## src/rtl/conv_mult_dispatcher.sv

```systemverilog
// Dispatches (filter,row,col) convolution jobs onto a pool of NMULT MAC units and tracks unit occupancy.
// Optional macro DISPATCH_RR_EN: round-robin grant pointer instead of fixed lowest-index priority.
module conv_mult_dispatcher #(
    parameter int NMULT    = 64,
    parameter int UNIT_W   = 6,
    parameter int OUT_SIZE = 30,
    parameter int NF       = 3,
    parameter int CRD_W    = 5,
    parameter int FLT_W    = 2,
    parameter int CNT_W    = 12
) (
    input  logic              clk,
    input  logic              rstn,
    input  logic              start,
    input  logic              abort,
    input  logic [NMULT-1:0]  unit_disable,
    input  logic [NMULT-1:0]  unit_done,
    input  logic              job_ready,
    output logic              job_valid,
    output logic [UNIT_W-1:0] job_unit,
    output logic [CRD_W-1:0]  job_row,
    output logic [CRD_W-1:0]  job_col,
    output logic [FLT_W-1:0]  job_filt,
    output logic [NMULT-1:0]  unit_busy,
    output logic [CNT_W-1:0]  jobs_issued,
    output logic [CNT_W-1:0]  jobs_retired,
    output logic              busy,
    output logic              pass_done,
    output logic              err_spurious
);
    typedef enum logic [1:0] {IDLE, ISSUE, DRAIN, DONE} state_t;

    localparam logic [CNT_W-1:0] LAST_JOB = CNT_W'(OUT_SIZE * OUT_SIZE * NF - 1);
    localparam logic [CRD_W-1:0] CRD_MAX  = CRD_W'(OUT_SIZE - 1);

    state_t              state, state_n;
    logic                clear_pass;
    logic                xfer;
    logic [NMULT-1:0]    eligible;
    logic [2*NMULT-1:0]  elig2;
    logic [NMULT-1:0]    rot;
    logic [UNIT_W-1:0]   off;
    logic [UNIT_W:0]     sum;
    logic                found;
    logic [NMULT-1:0]    retire;
    logic [NMULT-1:0]    grant;
    logic [CNT_W-1:0]    retire_cnt;
    logic [UNIT_W-1:0]   rr_ptr;

`ifdef DISPATCH_RR_EN
    always_ff @(posedge clk or negedge rstn) begin
        if (!rstn)
            rr_ptr <= '0;
        else if (xfer)
            rr_ptr <= (job_unit == UNIT_W'(NMULT - 1)) ? '0 : job_unit + 1'b1;
    end
`else
    assign rr_ptr = '0;
`endif

    // Rotate the eligible mask so bit 0 is the pointer position, then find the first set bit.
    assign eligible = ~unit_busy & ~unit_disable;
    assign elig2    = {eligible, eligible} >> rr_ptr;
    assign rot      = elig2[NMULT-1:0];

    always_comb begin
        found    = 1'b0;
        off      = '0;
        for (int i = 0; i < NMULT; i++) begin
            if (!found && rot[i]) begin
                found = 1'b1;
                off   = UNIT_W'(i);
            end
        end
        sum = {1'b0, rr_ptr} + {1'b0, off};
        if (sum >= (UNIT_W+1)'(NMULT))
            sum = sum - (UNIT_W+1)'(NMULT);
        job_unit  = sum[UNIT_W-1:0];
        job_valid = (state == ISSUE) && found;
    end

    assign xfer      = job_valid && job_ready;
    assign retire    = unit_done & unit_busy;
    assign grant     = xfer ? (NMULT'(1) << job_unit) : '0;
    assign busy      = (state != IDLE);
    assign pass_done = (state == DONE);

    always_comb begin
        retire_cnt = '0;
        for (int i = 0; i < NMULT; i++)
            retire_cnt = retire_cnt + CNT_W'(retire[i]);
    end

    always_comb begin
        state_n    = state;
        clear_pass = 1'b0;
        case (state)
            IDLE:  if (start && unit_busy == '0) begin
                       state_n    = ISSUE;
                       clear_pass = 1'b1;
                   end
            ISSUE: if (xfer && jobs_issued == LAST_JOB) state_n = DRAIN;
            DRAIN: if (unit_busy == '0) state_n = DONE;
            DONE:  state_n = IDLE;
            default: state_n = IDLE;
        endcase
        if (abort) begin
            state_n    = IDLE;
            clear_pass = 1'b0;
        end
    end

    always_ff @(posedge clk or negedge rstn) begin
        if (!rstn) begin
            state        <= IDLE;
            job_row      <= '0;
            job_col      <= '0;
            job_filt     <= '0;
            unit_busy    <= '0;
            jobs_issued  <= '0;
            jobs_retired <= '0;
            err_spurious <= 1'b0;
        end else begin
            state        <= state_n;
            // A retire and a grant can hit different units in the same cycle; both land.
            unit_busy    <= (unit_busy & ~retire) | grant;
            err_spurious <= err_spurious | (|(unit_done & ~unit_busy));
            if (clear_pass) begin
                job_row      <= '0;
                job_col      <= '0;
                job_filt     <= '0;
                jobs_issued  <= '0;
                jobs_retired <= '0;
            end else begin
                jobs_retired <= jobs_retired + retire_cnt;
                if (xfer) begin
                    jobs_issued <= jobs_issued + 1'b1;
                    if (job_col == CRD_MAX) begin
                        job_col <= '0;
                        if (job_row == CRD_MAX) begin
                            job_row  <= '0;
                            job_filt <= job_filt + 1'b1;
                        end else begin
                            job_row <= job_row + 1'b1;
                        end
                    end else begin
                        job_col <= job_col + 1'b1;
                    end
                end
            end
        end
    end
endmodule
```

## config.mk

```make
export PLATFORM = sky130hd
export DESIGN_NAME = conv_mult_dispatcher
export DESIGN_NICKNAME = d
export VERILOG_FILES = /design/src/rtl/conv_mult_dispatcher.sv
export SDC_FILE = /design/constraint.sdc
export NUM_CORES = 1
export LEC_CHECK = 0
export ABC_AREA = 1
export ABC_CLOCK_PERIOD_IN_PS = 7600
export CAP_MARGIN = 0
export CORE_MARGIN = 2
export CORE_UTILIZATION = 45
export CTS_CLUSTER_SIZE = 25
export DETAILED_ROUTE_END_ITERATION = 12
export GPL_ROUTABILITY_DRIVEN = 1
export PLACE_DENSITY = 0.81
export SLEW_MARGIN = 20
export SYNTH_ARGS = -nofsm -noshare
export SYNTH_HDL_FRONTEND = slang
export SYNTH_SLANG_ARGS = --single-unit
```

## constraint.sdc

```tcl
create_clock -name clk -period 7.6 [get_ports clk]
set_clock_uncertainty 0.15 [all_clocks]
set_input_delay 1.52 -clock clk [delete_from_list [all_inputs] [get_ports clk]]
set_output_delay 1.52 -clock clk [all_outputs]
set_load 0.005 [all_outputs]
```

# Word level (Yosys, flattened, before mapping)
# Cells that the tools add are included.
dict set report word_totals {
  regBits 103
  input_bits 133
  elab_cells 388
}
dict set report classes {
  addsub 69
  order_cmp 1
  eq_ne 9
  shifts 1
  mux 151
  bitwise_logic 9
  n_reduce_logical 140
}
# cell n
set op_table {}
lappend op_table {{adder 12 x 1 -> 12 bit} 52}
lappend op_table {{2-to-1 mux 6 bit} 62}
lappend op_table {{AND 64 bit} 4}
lappend op_table {{inverter 64 bit} 3}
lappend op_table {{2-to-1 mux 1 bit} 68}
lappend op_table {{logical AND 1 bit} 67}
lappend op_table {{zero test 64 bit} 1}
lappend op_table {{2-to-1 mux 64 bit} 1}
lappend op_table {{OR 64 bit} 1}
lappend op_table {{OR reduction 64 bit} 1}
lappend op_table {{<< shifter 1 x 6 -> 64 bit, first input constant} 1}
lappend op_table {{zero test 1 bit} 63}
lappend op_table {{2-to-1 mux 12 bit} 3}
lappend op_table {{2-to-1 mux 5 bit} 7}
lappend op_table {{2-to-1 mux 2 bit} 9}
lappend op_table {{adder 11 x 1 -> 12 bit} 1}
lappend op_table {{adder 12 x 1 -> 12 bit, second input constant} 1}
lappend op_table {{adder 12 bit} 1}
lappend op_table {{== test 12 bit, second input constant} 1}
lappend op_table {{adder 10 x 1 -> 11 bit} 1}
lappend op_table {{adder 5 x 1 -> 5 bit, second input constant} 2}
lappend op_table {{adder 9 x 1 -> 10 bit} 1}
lappend op_table {{== test 5 bit, second input constant} 2}
lappend op_table {{adder 8 x 1 -> 9 bit} 1}
lappend op_table {{20 further kinds} 26}

# Depth between registers and ports, before layout
# Gate-level depths: netlist (run 1).
dict set report depth {
  ltp_word 198
  ltp_mapped 40
  depth_no_buf 39
}

# Worst setup path before layout (run 1)
# OpenSTA, ideal clock, no wires.
dict set report synth_timing {
  kind {input -> register}
  from {input port unit_done[62]}
  to {register jobs_retired[10]}
  arrival_ns 7.853
  required_ns 7.373
  path_slack_ns -0.480
  path_stages 28
  cell_sequence {nand2_1 > inv_1 > fa_1 > fa_1 > fa_1 > inv_1 > fa_1 > inv_1 > fa_1 > inv_1 > fa_1 > fa_1 > fa_1 > fa_1 > fa_1 > o31ai_1 > and2_1 > nor2_1 > o21bai_1 > nand2_1 > inv_1 > nor2_1 > nor2_1 > nor2_1 > nor2_1 > o21a_1 > o21ai_0 > a21oi_1}
}
dict set report synth_between {
  elab_chain_len 5
}
# element line
set synth_rtl {}
lappend synth_rtl {{from (decl)} 17} ;# input logic [NMULT-1:0] unit_done,
lappend synth_rtl {{AND 64 bit} 83} ;# assign retire = unit_done & unit_busy;
lappend synth_rtl {{adder 12 x 1 -> 12 bit (2 in a row)} 91} ;# retire_cnt = retire_cnt + CNT_W'(retire[i]);
lappend synth_rtl {{adder 12 bit} 135} ;# jobs_retired <= jobs_retired + retire_cnt;
lappend synth_rtl {{2-to-1 mux 12 bit} 128} ;# if (clear_pass) begin
lappend synth_rtl {{to (signal assigned)} 135}
lappend synth_rtl {{to (decl)} 26} ;# output logic [CNT_W-1:0] jobs_retired,
# No other way between the ends.
# A chain may end at the register's enable or synchronous reset.

# Worst setup path in the final report (run 1)
dict set report layout_timing {
  from {input port unit_disable[3]}
  to {output port job_unit[5]}
}
dict set report layout_between {
  elab_chain_len 186
}
# element line
set layout_rtl {}
lappend layout_rtl {{from (decl)} 16} ;# input logic [NMULT-1:0] unit_disable,
lappend layout_rtl {{inverter 64 bit (*)} 62} ;# assign eligible = ~unit_busy & ~unit_disable;
lappend layout_rtl {{AND 64 bit (*)} 62}
lappend layout_rtl {{logical AND 1 bit (*)} 70} ;# if (!found && rot[i]) begin
lappend layout_rtl {{2-to-1 mux 1 bit} 70}
lappend layout_rtl {{zero test 1 bit} 70}
lappend layout_rtl {{logical AND 1 bit} 70}
lappend layout_rtl {{2-to-1 mux 1 bit} 70}
lappend layout_rtl {{zero test 1 bit} 70}
lappend layout_rtl {{[... 170 more ...]} n/a}
lappend layout_rtl {{zero test 1 bit} 70}
lappend layout_rtl {{logical AND 1 bit} 70}
lappend layout_rtl {{2-to-1 mux 1 bit} 70}
lappend layout_rtl {{zero test 1 bit} 70}
lappend layout_rtl {{logical AND 1 bit} 70}
lappend layout_rtl {{2-to-1 mux 6 bit (*)} 70}
lappend layout_rtl {{subtractor 6 x 1 -> 6 bit / >= comparator 6 x 7 -> 1 bit (equally long branches)} {77, 76}}
lappend layout_rtl {{2-to-1 mux 6 bit (*)} 76} ;# if (sum >= (UNIT_W+1)'(NMULT))
lappend layout_rtl {{to (decl)} 20} ;# output logic [UNIT_W-1:0] job_unit,
# Mark *: on every way between the ends. The rest lies on a longest branch, timed or not.

==> results of run 1 <==
## worst max-delay path by stage
stage,cells after the start,to,startpoint
after floorplan,28,jobs_retired[10],unit_done[58]
after global placement,27,jobs_retired[10],unit_done[40]
after detailed placement,27,jobs_retired[10],unit_done[50]
after CTS,29,jobs_retired[10],unit_done[58]
after global routing,38,job_unit[5],unit_disable[3]
final,47,job_unit[5],unit_disable[3]
## sequential cells by signal (all words and copies together), names as in the netlist
name	cells
job_filt	2
jobs_retired	12
err_spurious	1
unit_busy	64
job_col	5
jobs_issued	12
state	2
job_row	5
## critical path: cells and delay by family
| family | cells | cell delay (ns) |
|---|---|---|
| and+or+nand+nor | 27 | 3.48 |
| buffers and inverters | 20 | 1.86 |
## per-stage QoR
step / cell area, um^2 / hold WS, ns
after floorplan: 8760 / 0.307
after global placement: 12200 / 0.304
after detailed placement: 12200 / 0.304
after CTS: 13900 / 0.319
after global routing: 14600 / 0.361
final: 14600 / 0.332
## cell usage after synthesis (3+ instances only)
| cell type | instances | area share (%) |
|---|---|---|
| o22ai_1 | 26 | 1.9 |
| ha_1 | 37 | 5.3 |
| o2111ai_1 | 4 | 0.40 |
| buf_2 | 7 | 0.40 |
| o31ai_1 | 13 | 1.1 |
| nor4_1 | 26 | 1.9 |
| xor2_1 | 11 | 1.1 |
| nor2_2 | 14 | 1.0 |
| o21ai_1 | 7 | 0.40 |
| or2_2 | 14 | 1.0 |
| fa_1 | 56 | 13 |
| nand4_1 | 43 | 3.1 |
| a22o_1 | 6 | 0.60 |
| inv_1 | 250 | 11 |
| nor3b_1 | 3 | 0.26 |
| nor2_1 | 141 | 6.1 |
| nand3_1 | 47 | 2.7 |
| dfrtp_1 | 103 | 30 |
| nand2_1 | 233 | 10 |
| nand4_2 | 10 | 1.4 |
| a21oi_1 | 10 | 0.57 |
| nor3_1 | 35 | 2.0 |
| o21ai_0 | 51 | 2.9 |
## power groups by stage
stage / logic [mW] / registers [mW] / clock network (mW)
after CTS: 0.683 / 0.637 / 0.506
after global placement: 0.606 / 0.645 / 0
after global routing: 0.911 / 0.645 / 0.534
after floorplan: 0.313 / 0.640 / 0
final: 0.858 / 0.639 / 0.511
after detailed placement: 0.624 / 0.646 / 0
## repair_timing
action | 4_1_cts | 5_1_grt
gates cloned | 0 | 7
endpoints found under the setup margin | 13 | 102
resized for setup | 214 | 160
pin swaps | 51 | 81
setup buffers | 174 | 36
## metal layers
layer	up-vias	wire [um]	GRT usage, %
li1	4851	-	-
met1	5240	14400	42.4
met2	764	18000	57.6
met3	241	4030	8.26
met4	0	2800	19.6
met5	-	0	0
## cell type report
| type | count | area, um^2 | area share [%] |
|---|---|---|---|
| tap | 260 | 325 | 2.22 |
| clock inverter | 7 | 80.1 | 0.547 |
| inverter | 252 | 973 | 6.65 |
| timing repair inverter | 3 | 36.3 | 0.248 |
| clock buffer | 9 | 225 | 1.54 |
| multi-input combinational | 813 | 5720 | 39.1 |
| timing repair buffer | 523 | 4690 | 32.0 |
| sequential | 103 | 2580 | 17.6 |
## cell families (layout without fill, tap and decap cells)
| group | after synthesis | in the layout |
|---|---|---|
| fa+ha+maj | 93 | 93 |
| compound gates | 127 | 127 |
| buf+inv | 264 | 794 |
| xor+xnor | 13 | 13 |
| simple gates | 578 | 580 |
| flops | 103 | 103 |
==> results.json, run 1 <==
{
  "grt_max_degree": 54,
  "clk_pin_slew_ns": 0.07,
  "switching_share_pct": 37.8,
  "first_pass_iters": 10,
  "grt_pass1_vias": 10800,
  "seq_power_share_pct": 31.8,
  "synthFlopType": "dfrtp_1",
  "stdcell_count": 1970,
  "netlist-cell-type-count": 45,
  "cts_buffer_depth": 2,
  "synthesis.nets": 1404,
  "initial_core_util_pct": 46.2,
  "r2r_slack_ns": -0.06,
  "required_ns": 5.93,
  "final_common_cell": "buf_4",
  "synthMuxAreaShare_pct": 0,
  "grt_pass1_wl_mm": 55.4,
  "synth_top_family_by_area": "simple AND/OR/NAND/NOR gates",
  "cpMaxStageDelayCell": "nand4_1",
  "r2r-start": "unit_busy[2]",
  "slew_violations": 0,
  "wl_per_cell_um": 19.9,
  "cts_tree": "done",
  "drtIter0Drc": 1133,
  "port_buffers": 242,
  "ff2ff_path_depth": 55,
  "die_area_um2": 20500,
  "fin_crit_ns": 8.54,
  "synth_area_um2": 8740,
  "synth.avg_cell_area_um2": 7.42,
  "syn_inst": 1178,
  "hold_viol": 0,
  "numCtsBuffers": 9,
  "setup_tns_ns": -7.15,
  "p_int_mw": 1.25,
  "wl_mm": 39.2,
  "max_slew_margin_pct": 14.0,
  "cts_root_buf": "clkbuf_16",
  "drive_gt1_share_pct": 29.2,
  "worstSetupPathType": "in2out",
  "p_switching_mw": 0.759,
  "n_fill_cell": 1229,
  "synth-adder-area-share_pct": 18.1,
  "ant_nets": 0,
  "fin_crit_sh_pct": 112,
  "worst_pin_slew_ns": 1.27,
  "async_reset_ff_share_pct": 100,
  "crit_fanout": 2,
  "rsz0062_at_grt": "true",
  "drc": 0,
  "yosys_warnings": 0,
  "die_w_um": 143,
  "reg2reg_to": "unit_busy[0]",
  "synth_compound_area_share_pct": 8.78,
  "ir_drop_v": 0.000170,
  "htree_levels": 3,
  "hpwlAfterDp_mm": 23.7,
  "slowest_delay_ns": 0.19,
  "vias": 11100,
  "hp-start": "err_spurious",
  "arrival_ns": 6.87,
  "n_antenna_cell": 0,
  "setup_viol": 12,
  "grt_usage_pct": 35.0,
  "synthXorXnorAreaFrac_pct": 1.30,
  "hold_class": "reg2reg",
  "synth_simple_gate_area_share_pct": 30.6,
  "hold_path_end": "err_spurious",
  "gp_congestion": 0.928,
  "holdBufCountCts": 0,
  "p_total_mw": 2.01,
  "startpoint_type": "input port",
  "cellPowerDensity_nw_per_um2": 137,
  "dp_cells": 1774,
  "via_per_inst": 5.63,
  "hold_depth": 1,
  "rows": 50,
  "outcome": "finished with violations",
  "fin_nets": 1931,
  "setup_ws_ns": -0.938,
  "combPwrFrac_pct": 42.7,
  "io_pins": 243,
  "die_y_um": 143,
  "area_growth_pct": 67.5,
  "clk_latency_ns": 0.37,
  "synth_enable_flop_cells": 0,
  "end_kind": "output port",
  "ys_seq_area_share_pct": 29.5,
  "grt_overflow": 0,
  "crit_top_cell": "buf_6",
  "dp_slack_ns": -1.11,
  "final_cell_mix": "235 x buf_4, 229 x inv_1, 196 x nand2_1, 191 x clkdlybuf4s50_1, 113 x nor2_1",
  "core-area_um2": 18900,
  "final_util_pct": 77.4,
  "clockPowerShare_pct": 25.5,
  "power_leakage_nw": 7.25,
  "violations": "setup timing",
  "synth_seq_cells": 103,
  "cts.sinks": 103,
  "fmax_mhz": 117,
  "antenna_found_initial": 0,
  "drv_cap": 0
}
(Power assumes the default switching activity.)
==> run 2, diff against run 1 <==
--- a/config.mk
+++ b/config.mk
@@ -13,6 +13,7 @@
 export CTS_CLUSTER_SIZE = 25
 export DETAILED_ROUTE_END_ITERATION = 12
 export GPL_ROUTABILITY_DRIVEN = 1
+export HOLD_SLACK_MARGIN = 0.12
 export PLACE_DENSITY = 0.81
 export SLEW_MARGIN = 20
 export SYNTH_ARGS = -nofsm -noshare
==> results of run 2 <==
Same layout as run 1: the final DEF is identical, and so are final timing and power.
